--- src/rtl/io_uart_if.sv ---
// ----------------------------------------------------------------------------
// io_uart_if: core IO-bus bundle (address, data, write strobe, read data, irq).
// Rev 1.0
// ----------------------------------------------------------------------------
`default_nettype none

interface io_uart_if #(
  parameter int ADDR_W = 8
);
  logic [ADDR_W-1:0] io_addr_i;
  logic [7:0]        io_data_i;
  logic              io_we_i;
  logic [7:0]        io_data_o;
  logic              irq_o;

  modport master (
    output io_addr_i, io_data_i, io_we_i,
    input  io_data_o, irq_o
  );

  modport slave (
    input  io_addr_i, io_data_i, io_we_i,
    output io_data_o, irq_o
  );
endinterface

`default_nettype wire

--- src/rtl/io_uart.sv ---
// ----------------------------------------------------------------------------
// io_uart: memory-mapped 8N1 UART with TX FIFO, RX holding register and irq.
// Rev 1.0
// ----------------------------------------------------------------------------
`default_nettype none

module io_uart #(
  parameter int                ADDR_W     = 8,
  parameter logic [ADDR_W-1:0] BASE_ADDR  = '0,
  parameter int                FIFO_DEPTH = 8,
  parameter logic [15:0]       DIV_RESET  = 16'd433
) (
  input  logic       clk_i,
  input  logic       rst_i,
  io_uart_if.slave   io,
  input  logic       rx_i,
  output logic       tx_o
);

  localparam int PTR_W = $clog2(FIFO_DEPTH);
  localparam logic [PTR_W:0] FIFO_FULL = (PTR_W+1)'(FIFO_DEPTH);

  typedef enum logic [1:0] {ST_IDLE, ST_START, ST_DATA, ST_STOP} uart_state_t;

  // register file
  logic [1:0]  ctrl;
  logic [15:0] div;
  logic [7:0]  rx_hold;
  logic        rx_valid, rx_ovr, frame_err, tx_ovf;

  // address decode
  logic [ADDR_W-1:0] offset;
  logic in_win, wr_data, wr_stat, wr_ctrl, wr_dlo, wr_dhi;

  assign offset  = io.io_addr_i - BASE_ADDR;
  assign in_win  = (offset <= ADDR_W'(4));
  assign wr_data = io.io_we_i && in_win && (offset == ADDR_W'(0));
  assign wr_stat = io.io_we_i && in_win && (offset == ADDR_W'(1));
  assign wr_ctrl = io.io_we_i && in_win && (offset == ADDR_W'(2));
  assign wr_dlo  = io.io_we_i && in_win && (offset == ADDR_W'(3));
  assign wr_dhi  = io.io_we_i && in_win && (offset == ADDR_W'(4));

  // TX FIFO
  logic [7:0]       fifo_mem [FIFO_DEPTH];
  logic [PTR_W-1:0] wr_ptr, rd_ptr;
  logic [PTR_W:0]   fifo_cnt;
  logic             fifo_full, push_ok, ovf_set, tx_pop, tx_empty;

  assign fifo_full = (fifo_cnt == FIFO_FULL);
  assign push_ok   = wr_data && (!fifo_full || tx_pop);
  assign ovf_set   = wr_data && fifo_full && !tx_pop;

  always_ff @(posedge clk_i) begin
    if (push_ok) fifo_mem[wr_ptr] <= io.io_data_i;
  end

  // TX FSM
  uart_state_t tx_state, tx_state_n;
  logic [15:0] tx_cnt, tx_cnt_n, tx_div, tx_div_n;
  logic [2:0]  tx_bit, tx_bit_n;
  logic [7:0]  tx_shift, tx_shift_n;
  logic        tx_line_n, tx_bit_end;

  assign tx_bit_end = (tx_cnt == tx_div);
  assign tx_empty   = (fifo_cnt == '0) && (tx_state == ST_IDLE);

  always_comb begin
    tx_state_n = tx_state;
    tx_cnt_n   = tx_cnt;
    tx_div_n   = tx_div;
    tx_bit_n   = tx_bit;
    tx_shift_n = tx_shift;
    tx_pop     = 1'b0;
    case (tx_state)
      ST_IDLE: begin
        if (fifo_cnt != '0) begin
          tx_pop     = 1'b1;
          tx_shift_n = fifo_mem[rd_ptr];
          tx_div_n   = div;
          tx_cnt_n   = '0;
          tx_state_n = ST_START;
        end
      end
      ST_START: begin
        if (tx_bit_end) begin
          tx_cnt_n   = '0;
          tx_bit_n   = '0;
          tx_state_n = ST_DATA;
        end else tx_cnt_n = tx_cnt + 16'd1;
      end
      ST_DATA: begin
        if (tx_bit_end) begin
          tx_cnt_n   = '0;
          tx_shift_n = {1'b0, tx_shift[7:1]};
          tx_bit_n   = tx_bit + 3'd1;
          if (tx_bit == 3'd7) tx_state_n = ST_STOP;
        end else tx_cnt_n = tx_cnt + 16'd1;
      end
      ST_STOP: begin
        if (tx_bit_end) tx_state_n = ST_IDLE;
        else            tx_cnt_n   = tx_cnt + 16'd1;
      end
      default: tx_state_n = ST_IDLE;
    endcase
    // line level follows the next state so tx_o is a clean flop output
    tx_line_n = 1'b1;
    if (tx_state_n == ST_START)     tx_line_n = 1'b0;
    else if (tx_state_n == ST_DATA) tx_line_n = tx_shift_n[0];
  end

  always_ff @(posedge clk_i) begin
    if (rst_i) begin
      tx_state <= ST_IDLE;
      tx_cnt   <= '0;
      tx_div   <= '0;
      tx_bit   <= '0;
      tx_shift <= '0;
      tx_o     <= 1'b1;
    end else begin
      tx_state <= tx_state_n;
      tx_cnt   <= tx_cnt_n;
      tx_div   <= tx_div_n;
      tx_bit   <= tx_bit_n;
      tx_shift <= tx_shift_n;
      tx_o     <= tx_line_n;
    end
  end

  // RX synchroniser plus one extra stage for falling-edge detection
  logic rx_s1, rx_s2, rx_s3, rx_fall;
  assign rx_fall = rx_s3 && !rx_s2;

  uart_state_t rx_state, rx_state_n;
  logic [15:0] rx_cnt, rx_cnt_n, rx_div, rx_div_n;
  logic [16:0] rx_half;
  logic [2:0]  rx_bit, rx_bit_n;
  logic [7:0]  rx_shift, rx_shift_n;
  logic        rx_load, rx_ferr, rx_half_hit, rx_bit_end;

  assign rx_half     = ({1'b0, rx_div} + 17'd1) >> 1;
  assign rx_half_hit = (({1'b0, rx_cnt} + 17'd1) >= rx_half);
  assign rx_bit_end  = (rx_cnt == rx_div);

  always_comb begin
    rx_state_n = rx_state;
    rx_cnt_n   = rx_cnt;
    rx_div_n   = rx_div;
    rx_bit_n   = rx_bit;
    rx_shift_n = rx_shift;
    rx_load    = 1'b0;
    rx_ferr    = 1'b0;
    case (rx_state)
      ST_IDLE: begin
        if (rx_fall) begin
          rx_div_n   = div;
          rx_cnt_n   = '0;
          rx_state_n = ST_START;
        end
      end
      ST_START: begin
        if (rx_half_hit) begin
          rx_cnt_n   = '0;
          rx_bit_n   = '0;
          rx_state_n = rx_s2 ? ST_IDLE : ST_DATA;
        end else rx_cnt_n = rx_cnt + 16'd1;
      end
      ST_DATA: begin
        if (rx_bit_end) begin
          rx_cnt_n   = '0;
          rx_shift_n = {rx_s2, rx_shift[7:1]};
          rx_bit_n   = rx_bit + 3'd1;
          if (rx_bit == 3'd7) rx_state_n = ST_STOP;
        end else rx_cnt_n = rx_cnt + 16'd1;
      end
      ST_STOP: begin
        if (rx_bit_end) begin
          rx_load    = rx_s2;
          rx_ferr    = !rx_s2;
          rx_state_n = ST_IDLE;
        end else rx_cnt_n = rx_cnt + 16'd1;
      end
      default: rx_state_n = ST_IDLE;
    endcase
  end

  always_ff @(posedge clk_i) begin
    if (rst_i) begin
      rx_s1    <= 1'b1;
      rx_s2    <= 1'b1;
      rx_s3    <= 1'b1;
      rx_state <= ST_IDLE;
      rx_cnt   <= '0;
      rx_div   <= '0;
      rx_bit   <= '0;
      rx_shift <= '0;
    end else begin
      rx_s1    <= rx_i;
      rx_s2    <= rx_s1;
      rx_s3    <= rx_s2;
      rx_state <= rx_state_n;
      rx_cnt   <= rx_cnt_n;
      rx_div   <= rx_div_n;
      rx_bit   <= rx_bit_n;
      rx_shift <= rx_shift_n;
    end
  end

  // registers, FIFO pointers, sticky flags (set beats write-1-to-clear)
  always_ff @(posedge clk_i) begin
    if (rst_i) begin
      ctrl      <= '0;
      div       <= DIV_RESET;
      rx_hold   <= '0;
      rx_valid  <= 1'b0;
      rx_ovr    <= 1'b0;
      frame_err <= 1'b0;
      tx_ovf    <= 1'b0;
      wr_ptr    <= '0;
      rd_ptr    <= '0;
      fifo_cnt  <= '0;
      io.irq_o  <= 1'b0;
    end else begin
      if (wr_ctrl) ctrl      <= io.io_data_i[1:0];
      if (wr_dlo)  div[7:0]  <= io.io_data_i;
      if (wr_dhi)  div[15:8] <= io.io_data_i;
      if (rx_load) rx_hold   <= rx_shift;
      rx_valid  <= rx_load | (rx_valid & !(wr_stat && io.io_data_i[0]));
      rx_ovr    <= (rx_load & rx_valid) | (rx_ovr & !(wr_stat && io.io_data_i[4]));
      frame_err <= rx_ferr | (frame_err & !(wr_stat && io.io_data_i[5]));
      tx_ovf    <= ovf_set | (tx_ovf & !(wr_stat && io.io_data_i[3]));
      if (push_ok) wr_ptr <= wr_ptr + 1'b1;
      if (tx_pop)  rd_ptr <= rd_ptr + 1'b1;
      case ({push_ok, tx_pop})
        2'b10:   fifo_cnt <= fifo_cnt + 1'b1;
        2'b01:   fifo_cnt <= fifo_cnt - 1'b1;
        default: fifo_cnt <= fifo_cnt;
      endcase
      io.irq_o <= (ctrl[0] & rx_valid) | (ctrl[1] & tx_empty);
    end
  end

  always_comb begin
    io.io_data_o = 8'h00;
    if (in_win) begin
      case (offset)
        ADDR_W'(0): io.io_data_o = rx_hold;
        ADDR_W'(1): io.io_data_o = {2'b00, frame_err, rx_ovr, tx_ovf, tx_empty, fifo_full, rx_valid};
        ADDR_W'(2): io.io_data_o = {6'b0, ctrl};
        ADDR_W'(3): io.io_data_o = div[7:0];
        ADDR_W'(4): io.io_data_o = div[15:8];
        default:    io.io_data_o = 8'h00;
      endcase
    end
  end

endmodule

`default_nettype wire

--- src/flat_wrapper.sv ---
// flat-port wrapper written by rule: the top's interface ports become plain ports
module io_uart_flat 
#(
  parameter int                ADDR_W     = 8,
  parameter logic [ADDR_W-1:0] BASE_ADDR  = '0,
  parameter int                FIFO_DEPTH = 8,
  parameter logic [15:0]       DIV_RESET  = 16'd433
)
  (clk_i, rst_i, rx_i, tx_o, io_io_addr_i, io_io_data_i, io_io_we_i, io_io_data_o, io_irq_o);
  io_uart_if #(.ADDR_W(ADDR_W)) io_i ();
  input  logic clk_i;
  input  logic rst_i;
  input  logic rx_i;
  output logic tx_o;
  input wire logic [$bits(io_i.io_addr_i)-1:0] io_io_addr_i;
  input wire logic [$bits(io_i.io_data_i)-1:0] io_io_data_i;
  input wire logic [$bits(io_i.io_we_i)-1:0] io_io_we_i;
  output wire logic [$bits(io_i.io_data_o)-1:0] io_io_data_o;
  output wire logic [$bits(io_i.irq_o)-1:0] io_irq_o;
  assign io_i.io_addr_i = io_io_addr_i;
  assign io_i.io_data_i = io_io_data_i;
  assign io_i.io_we_i = io_io_we_i;
  assign io_io_data_o = io_i.io_data_o;
  assign io_irq_o = io_i.irq_o;
  io_uart #(.ADDR_W(ADDR_W), .BASE_ADDR(BASE_ADDR), .FIFO_DEPTH(FIFO_DEPTH), .DIV_RESET(DIV_RESET)) u_core (.clk_i(clk_i), .rst_i(rst_i), .io(io_i), .rx_i(rx_i), .tx_o(tx_o));
endmodule
--- config.mk ---
export PLATFORM = sky130hd
export DESIGN_NAME = io_uart_flat
export DESIGN_NICKNAME = d
export VERILOG_FILES = /design/src/rtl/io_uart_if.sv /design/src/rtl/io_uart.sv /design/src/flat_wrapper.sv
export SDC_FILE = /design/constraint.sdc
export NUM_CORES = 1
export LEC_CHECK = 0
export ABC_AREA = 1
export CAP_MARGIN = 10
export CELL_PAD_IN_SITES_DETAIL_PLACEMENT = 1
export CELL_PAD_IN_SITES_GLOBAL_PLACEMENT = 2
export CORE_MARGIN = 10
export CORE_UTILIZATION = 25
export CTS_CLUSTER_DIAMETER = 120
export DETAILED_ROUTE_END_ITERATION = 7
export GPL_ROUTABILITY_DRIVEN = 1
export PLACE_DENSITY_LB_ADDON = 0.1
export SLEW_MARGIN = 25
export SYNTH_ARGS = -nofsm -noshare
export SYNTH_HDL_FRONTEND = slang
export SYNTH_SLANG_ARGS = --single-unit
--- constraint.sdc ---
create_clock -name clk_i -period 8.2 [get_ports clk_i]
set_clock_uncertainty 0.1 [all_clocks]
set_input_delay 1.23 -clock clk_i [delete_from_list [all_inputs] [get_ports clk_i]]
set_output_delay 1.23 -clock clk_i [all_outputs]
set_load 0.005 [all_outputs]
Word level (Yosys, flattened, before mapping) --
Memory sizes are Yosys's and may differ from the RTL's. A register that Yosys moved wholly into a read port is not among the register bits. Index checks and enable logic that the tools add are counted.
Word-level totals: flip-flop bits (word level) 135, bits in writable memories 64, output and inout bits 10, memories kept 1
Memories:
- u_core.fifo_mem | words 8, bits a word 8, read ports 1, clocked after memory_dff 1, write ports 1, RTL line io_uart.sv:44 | logic [7:0] fifo_mem [FIFO_DEPTH];
Operators by class: $add $sub $neg 10, order comparisons 2, equal/unequal tests 29, muxes and demuxes 46, bitwise operators 12, reductions and logical operators 42
Operators by type and width (number):
- two-way mux 16 bit | 7
- case mux 16 bit (4 select lines) | 1
- case mux 16 bit (3 select lines) | 1
- case mux 8 bit (5 select lines) | 1
- adder 16 x 1 -> 17 bit (second input constant) | 2
- adder 16 x 1 -> 16 bit (second input constant) | 2
- equality test 16 bit | 2
- two-way mux 8 bit | 3
- two-way mux 2 bit | 11
- two-way mux 3 bit | 6
- >= comparator 17 x 16 -> 1 bit | 1
- equality test 8 x 2 -> 1 bit (second input constant) | 2
- case mux 2 bit (4 select lines) | 2
- case mux 8 bit (2 select lines) | 1
- logical AND 1 bit | 15
- inequality test 2 x 1 -> 1 bit (second input constant) | 7
- adder 3 x 1 -> 3 bit (second input constant) | 4
- equality test 2 bit (second input constant) | 6
- case mux 3 bit (2 select lines) | 2
- two-way mux 1 bit | 10
- AND reduction 2 bit | 5
- AND reduction 3 bit | 3
- equality test 2 x 1 -> 1 bit (second input constant) | 4
- equality test 8 x 1 -> 1 bit (second input constant) | 1
- other kinds (19) | 42

Logic depth before layout (Yosys ltp) --
Gate-level depths: netlist of the first run.
depth after elaboration 7, gate-level depth with buffers 22

Worst setup path before layout of the first run --
No wires, ideal clock.
kind input-to-output, from input port io_io_addr_i[5], to output port io_io_data_o[0], arrival 2.231 ns, required time 6.870 ns, setup slack 4.639 ns, stages 8, path buffers 0, cells stage by stage nor2_1 -> nand2_1 -> inv_2 -> nand2_2 -> nor3_1 -> a22o_1 -> a21oi_1 -> nand3_1
Between the ends: longest elaborated chain between the ends 3, elaborated cells on any way between the ends 8, classes of those cells order compare: 1; eq/ne: 4; mux: 2; reduce/logical: 1
Ends and longest elaborated chain:
- start: declaration | RTL line flat_wrapper.sv:15 | input wire logic [$bits(io_i.io_addr_i)-1:0] io_io_addr_i;
- branches (longest 2 deep; another with less-or-equal comparator 8 x 3 -> 1 bit)
- two-way mux 8 bit (*) | RTL line io_uart.sv:244 | if (in_win) begin
- end: declaration | RTL line flat_wrapper.sv:18 | output wire logic [$bits(io_i.io_data_o)-1:0] io_io_data_o;
Mark *: on every way between the ends.

Worst setup path after layout of the first run --
Same ends and word-level chain as after synthesis.

==> results, run 1 <==
- The startpoint kind of the worst setup timing path is an input port.
- Dividing total power by cell area gives a power density of about 280 nW/um^2.
- The boundary pin count is 30.
- Of the cells placed in the final design, the portion with a size suffix greater than 1 is 0.0685.
- The DRC violation total after the first TritonRoute iteration is ~300.
- The power after layout is around 3.3 mW.
- In this run the number of H-tree levels came out at 1.
- The worst setup timing slack at the placement stage is ~3.2 ns.
- The startpoint identified for the worst register-to-register timing path is u_core.rx_div[0]$_SDFFE_PP0P_.
- The share of total power dissipated in the clock network is 0.358.
- The clock edge transition at the registers on the reported setup and hold paths is 0.05 ns.
- The start point of the worst min-delay path is u_core.rx_s1$_SDFF_PP1_.
- Max-cap violations in this run came to 0.
- For this block, the routed nets add up to 33.2 mm of wire.
- The remaining max-slew budget at the tightest pin is 0.436.
- In this design, the stage delay of the slowest critical-path cell is 0.68 ns.
- In this run the worst path has a maximum fanout of 7.
- Routability-driven placement finished with a final weighted congestion of about 0.75.
- Detailed placement finished with a half-perimeter wire length of roughly 24 mm.
- For this run, the register share of the synthesized area comes to 0.463.
- Timing would allow up to 203 MHz.
- The core region is around 40000 sq um.
- The number of remaining DRC errors is 0.
- Internal power comes to about 2.1 mW.
- The number of global-route vias before repair is about 8800.
- The number of synthesized register bits is approximately 200.
- The number of hold buffers added after CTS is 0.
- Measured on the finished design, the core utilization comes to 0.296.
- The first global-routing pass estimated 52.6 mm of wire.
- The number of rows in the core area is 73.
- The final hold violation count was 0.
- The clock latency at the later pin of the worst-skew pair is 0.55 ns.
- In the layout the commonest cells are 258 x nand2_1, 174 x nor2_1, 139 x inv_1, 138 x dfxtp_1, 121 x o21ai_0.
- The final layout contains ~1400 nets.
- The total vias in the final route is between 8000 and 9000.
- The run finished with clean final reports.
- The CTS root buffer is clkbuf_16.
- Counting every sink on the clock net gives between 200 and 250.
- The first detailed-routing pass ran for 5 iterations.
- The data required time of the worst path is 6.87 ns.
- Of the total power, combinational logic draws 0.274.
- The maximum buffer depth of the clock tree is 3.
- Using the TritonRoute via totals, the vias-per-cell ratio works out to ~4.6.
- When the netlist entered floorplanning its net count stood at 1346.
- The count of buffers inserted at the top-level ports is 29.
- In this run the horizontal extent of the chip is roughly 220 um.
- The smallest setup slack after layout is between 3 and 4 ns.
- The type of the worst setup path is in -> out.
- Yosys mapped the design onto 48 distinct sky130hd cell types.
- The post-cts resize count is 0.
- Summed over all cells, the static leakage comes to about 4.6 nW.
- The maximum number of pins on one net before global-route repair is 86.
- The die boundary height is 221 um.
- Summing every instance area after synthesis gives 10100 sq um.
- The reg2reg setup slack is between 4 and 5 ns.
- The initial core utilization is 0.254.
- The number of antenna violations at the first check in global routing is 1.
- The endpoint with the worst hold slack is u_core.rx_s2$_SDFF_PP1_.
- Setup repair after global routing left no endpoint under its margin.
- The critical path goes through clkdlybuf4s50_1 > nor2_1 > nand2_1 > inv_2 > nand2_2 > nor3_1 > a22o_1 > a21oi_1 > nand3_1 > clkdlybuf4s50_1.
- The worst-case IR drop observed on VDD is between 100 and 150 uV.
- The die covers between 40000 and 50000 sq um.
- The kind of end point of the critical path is a primary output.
- Data arrives at the worst endpoint at about 3.6 ns.
- The remaining number of nets flagged by the antenna check after routing is 0.
- The switching component of the power is ~1.2 mW.
- Of the total power, the share spent switching nets is 0.356.
- The total track usage is 0.133.
- The cell depth of the worst hold path is 1.
- The logic depth of the worst register-to-register path is 20.
- The area growth from synthesis to layout is 16.7%.
- The total grt overflow is 0.
- By instance count, the cell type seen most on the critical path is clkdlybuf4s50_1.
- The count of endpoints failing setup in the final report is 0.
- Buffers inserted during clock tree synthesis total 26.
- The end of the worst register-to-register path is u_core.rx_cnt[2]$_SDFFE_PP0P_.
- The number of setup buffers added after CTS is 0.
- The final worst-path cycle share is 0.599.
- The CTS tree is yes.
- The Yosys step of the flow raised 0 warnings.
- The gate count after technology mapping is ~1300.
- The per-instance average area after synthesis is 7.84 sq um.
- After filler insertion, the fill cell instance count of the layout stands at slightly below 5000.
- The total count of max-transition violations in the final report was 0.
- For the pin with the worst max-slew slack, the measured transition is ~0.84 ns.
- The final setup TNS is 0 ns.
- The repair_antennas step left the layout with diodes totalling 0.
- The routed wirelength normalized by instance count is between 15 and 20 um.
- Subtracting the final worst setup slack from the clock period gives a little under 5 ns.
- The slowest library cell on the worst path is nor3_1.
- The library cell used most frequently in the layout, excluding fill and tap cells, is nand2_1.
- The path class of the tightest hold or removal check is reg -> reg.
- Of the total power, registers draw 0.369.
routing by layer:
layer,global-route usage,share of wire
met5,0,0
met4,0.0269,0.013
met3,0.0189,0.030
met2,0.214,0.45
met1,0.185,0.51
worst max path at each step:
stage / endpoint / from / depth (start not counted) / slack, ns
floorplan: io_io_data_o[0] / io_io_addr_i[5] / 8 / 4.64
global placement: io_io_data_o[0] / io_io_addr_i[5] / 10 / 3.23
detailed placement: io_io_data_o[0] / io_io_addr_i[5] / 10 / 3.24
CTS: io_io_data_o[0] / io_io_addr_i[5] / 10 / 3.22
global route: io_io_data_o[0] / io_io_addr_i[7] / 10 / 3.08
finish: io_io_data_o[0] / io_io_addr_i[5] / 10 / 3.29
flip-flops by register name, summed over array words and instances (netlist names), 2 cells and up, named ones only:
register and cells:
u_core.rd_ptr 3, u_core.tx_bit 3, u_core.tx_div 16, u_core.fifo_mem 64
u_core.rx_div 16, u_core.ctrl 2, u_core.rx_cnt 16, u_core.tx_state 2
u_core.tx_shift 8, u_core.div 16, u_core.rx_bit 3, u_core.rx_shift 8
u_core.rx_hold 8, u_core.tx_cnt 16, u_core.wr_ptr 3, u_core.fifo_cnt 4
synth_stat cells (all sizes together):
cell / number / share of area
nand2: 268 / 0.11
dfxtp: 138 / 0.27
o22ai: 2 / 0.0012
nand3: 47 / 0.023
inv: 149 / 0.056
nand4: 14 / 0.0093
ha: 36 / 0.045
o211a: 1 / 0.00099
a31oi: 4 / 0.0025
nand3b: 1 / 0.00074
a221oi: 1 / 0.00087
a22o: 1 / 0.00087
nor3: 25 / 0.014
clkbuf: 30 / 0.011
xnor2: 1 / 0.00087
a21oi: 105 / 0.053
xor2: 49 / 0.042
or2: 4 / 0.0025
nor3b: 1 / 0.00074
o211ai: 6 / 0.0045
o221ai: 12 / 0.010
edfxtp: 64 / 0.19
o21ai: 124 / 0.062
fa: 1 / 0.0020
o2111ai: 2 / 0.0017
nor4: 3 / 0.0019
a32oi: 5 / 0.0043
nor2: 182 / 0.070
buf: 13 / 0.0089
kinds of logic after synthesis:
| logic type | count (synthesis) | share of synthesized area |
|---|---|---|
| compound gates | 263 | 0.143 |
| xor+xnor | 50 | 0.0433 |
| fa+ha+maj | 37 | 0.0465 |
| buf+inv | 192 | 0.0766 |
| flops | 202 | 0.463 |
| simple gates | 545 | 0.227 |
critical path, delay by kind of cell:
family          cells  cell delay [ns]
simple gates        5             1.11
compound gates      2             0.27
buf+inv             3             0.98
area by class of cell:
| type | instances | area, sq um | area share |
|---|---|---|---|
| well taps | 525 | 657 | 0.0557 |
| flip-flops and latches | 202 | 4680 | 0.397 |
| multi-input cells | 895 | 4690 | 0.397 |
| clock inverters | 8 | 129 | 0.0109 |
| repair buffers | 35 | 330 | 0.0280 |
| inverters | 149 | 569 | 0.0482 |
| clock buffers | 40 | 743 | 0.0630 |
power groups by stage:
stage | Clock (mW) | Combinational (mW) | Sequential (mW)
floorplan | 0 | 0.669 | 1.20
global placement | 0 | 0.913 | 1.23
detailed placement | 0 | 0.918 | 1.23
CTS | 1.22 | 0.922 | 1.21
global route | 1.26 | 1.04 | 1.23
finish | 1.17 | 0.899 | 1.21
through the flow:
stage | hold slack, ns | std cells | cell area (sq um)
global placement | 0.307 | 1806 | 10900
detailed placement | 0.312 | 1806 | 10900
CTS | 0.326 | 1854 | 11800
finish | 0.315 | 1854 | 11800
floorplan | 0.289 | 1289 | 10100
global route | 0.329 | 1854 | 11800
Note: power is estimated with default switching activity, not from simulation.
==> run 2: changes to the inputs <==
- clock period: 8.2 -> 4.8 ns (I/O delays scaled with it)
==> run 2 against run 1 <==
  * Utilization grew 0.23 points
  * Flip-flop and latch count did not move
  * First-iteration DRC count unchanged
  * Critical path depth grew 10
  * Worst setup slack worse by 2.3 ns
  * Total power is 75% higher
  * Clock power is 83% higher
  * Worst hold slack got worse by 0.0086 ns
  * Die area unchanged
  * Final cell count rose by 0.43%
  * Non-clock buffer count up 9
  * Largest cell class is now registers
  * Highest routed layer unchanged
==> results, run 2 (synthesis gave the netlist of run 1 again) <==
- The run finished with clean final reports.
- Once layout is complete, the utilization of the core stands at 0.299.
- The clock net in this run drives a total of 202 sinks.
- The largest fanout on the critical path is 16.
- The count of max-cap constraint violations is 0.
- After detailed routing, the number of vias per cell comes to around 4.5.
- The total count of max-transition violations in the final report is 0.
- The routed wirelength normalized by instance count is approximately 18 um.
- The first detailed-routing pass ran for 4 iterations.
- The final hold violation count is 0.
- Dividing total power by cell area gives a power density of approximately 480 nW/um^2.
- The CTS tree is yes.
- Across the VDD grid, the largest voltage drop is about 240 uV.
- The count of endpoints failing setup in the final report is 0.
- The floorplan core area is about 40000 sq um.
- The setup path with the least slack is of type reg -> reg.
- The final antenna diode count is 0.
- The final-layout fill cell count is between 4000 and 5000.
- The register with the most flip-flops in the layout has 64 of them.
- The final worst-path cycle share is 0.795.
- The sequential standard cell area is 4680 sq um.
- The most common library cell in the layout ignoring fill and taps is nand2_1.
- The logic depth of the worst register-to-register path is 20.
- Routability-driven placement finished with a final weighted congestion of between 0.7 and 0.8.
- The number of remaining DRC errors is 0.
- The floorplan step set the die height to 221 um.
- For this run, the post-layout net count is between 1000 and 1500.
- The number of gates resized after CTS was 0.
- The initial core utilization is 0.254.
- The worst setup timing slack at the placement stage is around 0.94 ns.
- STA classifies the critical path endpoint as a flip-flop.
- Entering global routing, the biggest net connects 52 pins.
- The smallest setup slack after layout is 0.983 ns.
- The remaining max-slew budget at the tightest pin is 0.359.
- CTS built an H-tree with a depth of 1.
- The cell sitting at the root of the clock tree is a clkbuf_16.
- The register with the most flip-flops in the final layout is u_core.fifo_mem.
- The wire-length estimate of the detail-placed layout is 23.9 mm.
- Setup repair after global routing left no endpoint under its margin.
- The clock latency at the later pin of the worst-skew pair is 0.56 ns.
- The aggregate routed wire length is between 30 and 40 mm.
- The number of global-route vias before repair is about 9000.
- The area growth from synthesis to layout is 17.6%.
- The reported leakage power is approximately 4.7 nW.
- The boundary pin count is 30.
- The multi-input combinational cells in the finished layout cover a total of approximately 4700 sq um.
- In this run, CTS created clock tree buffers numbering 26.
- At the pin with the least slew margin, the transition time is 0.961 ns.
- The worst hold path class is reg -> reg.
- The clock edge transition at the registers on the reported setup and hold paths is 0.06 ns.
- The data required time of the worst path is about 5.1 ns.
- The number of antenna violations at the first check in global routing is 0.
- The layout cell share with drive strength beyond 1 is 0.0718.
- The floorplan die width is about 220 um.
- The DRC violation total after the first TritonRoute iteration is 308.
- The remaining number of nets flagged by the antenna check after routing is 0.
- The number of rows in the core area is 73.
- For this run the aggregate overflow at the end of global routing stands at 0.
- The minimum period implied by the final worst setup slack is between 3 and 4 ns.
- The cell depth of the worst hold path is 1.
- The first global-routing pass estimated about 53 mm of wire.
- Derived from the worst setup path, the maximum achievable clock frequency is between 200 and 300 MHz.
- The final route contains between 8000 and 9000 vias.
- Setup total negative slack on the finished layout was measured at 0 ns.
- The worst setup path is launched from a flip-flop.
- The worst hold margin is about 0.31 ns.
- The full die area is around 50000 sq um.
- The library cells used most frequently in the layout, excluding fill and tap cells, are 258 x nand2_1, 174 x nor2_1, 140 x inv_1, 138 x dfxtp_1, 121 x o21ai_0.
- The maximum buffer depth of the clock tree is 3.
- The buffers inserted during post-CTS setup optimization is 0.
- In the global route stage, overall resource usage came out at 0.134.
- After layout, the design draws a total of between 5 and 6 mW.
- The count of buffers inserted at the top-level ports is 29.
- The number of hold buffers added after CTS is 0.
- Data arrives at the worst endpoint at about 4.1 ns.
-- run 2: cell types whose count changed in the layout (fill, tap and decap cells not counted), sizes merged --
cell	delta
inv	+1
clkinv	+2
bufinv	+3
clkinvlp	+1
buf	+9
clkbuf	-8
-- run 2: path summary, 6_finish.rpt --
| path | start | slack [ns] | end |
|---|---|---|---|
| max | u_core.rx_div[0]$_SDFFE_PP0P_ | 0.98 | u_core.rx_cnt[2]$_SDFFE_PP0P_ |
| min | u_core.rx_s1$_SDFF_PP1_ | 0.31 | u_core.rx_s2$_SDFF_PP1_ |
| min reg2reg | u_core.rx_s1$_SDFF_PP1_ | 0.31 | u_core.rx_s2$_SDFF_PP1_ |
| max reg2reg | u_core.rx_div[0]$_SDFFE_PP0P_ | 0.98 | u_core.rx_cnt[2]$_SDFFE_PP0P_ |
-- run 2: per-stage QoR --
stage               std cells  area (sq um)
floorplan                1289         10100
global placement         1815         11000
detailed placement       1815         11000
CTS                      1862         11900
global route             1862         11900
finish                   1862         11900
-- run 2: worst max-delay path, stage by stage, from the launching register on --
cell,delay (ns)
dfxtp_1,0.37
inv_1,0.08
nor3_2,0.22
nand2_1,0.12
nor3_2,0.22
nand3_1,0.15
nor3_1,0.26
nand2_1,0.10
xor2_1,0.17
ha_1,0.31
nand2_1,0.06
inv_1,0.07
nand2_1,0.09
nor2_1,0.16
a21oi_1,0.08
nand2_1,0.07
nand2_1,0.06
nand3_1,0.19
nand4_2,0.46
nand2_1,0.22
a21oi_1,0.08
-- run 2: layout make-up --
type,count,share of cell area
sequential,202,0.394
tap,525,0.0552
clock buffer,32,0.0566
inverter,149,0.0479
multi-input combinational,895,0.391
timing repair buffer,44,0.0334
clock inverter,15,0.0218
-- run 2: where the power goes --
group | leakage, nW | internal, mW | total, mW | switching [mW]
clock network | 0.448 | 1.33 | 2.14 | 0.813
logic | 2.56 | 0.464 | 1.53 | 1.07
registers | 1.70 | 1.93 | 2.07 | 0.142
total | 4.70 | 3.72 | 5.74 | 2.02
-- run 2: routing by layer --
layer | wire (um) | GRT usage | part of all wire
met5 | 0 | 0 | 0
met3 | 885 | 0.0192 | 0.027
met2 | 15200 | 0.222 | 0.46
met4 | 528 | 0.0291 | 0.016
met1 | 16600 | 0.181 | 0.50
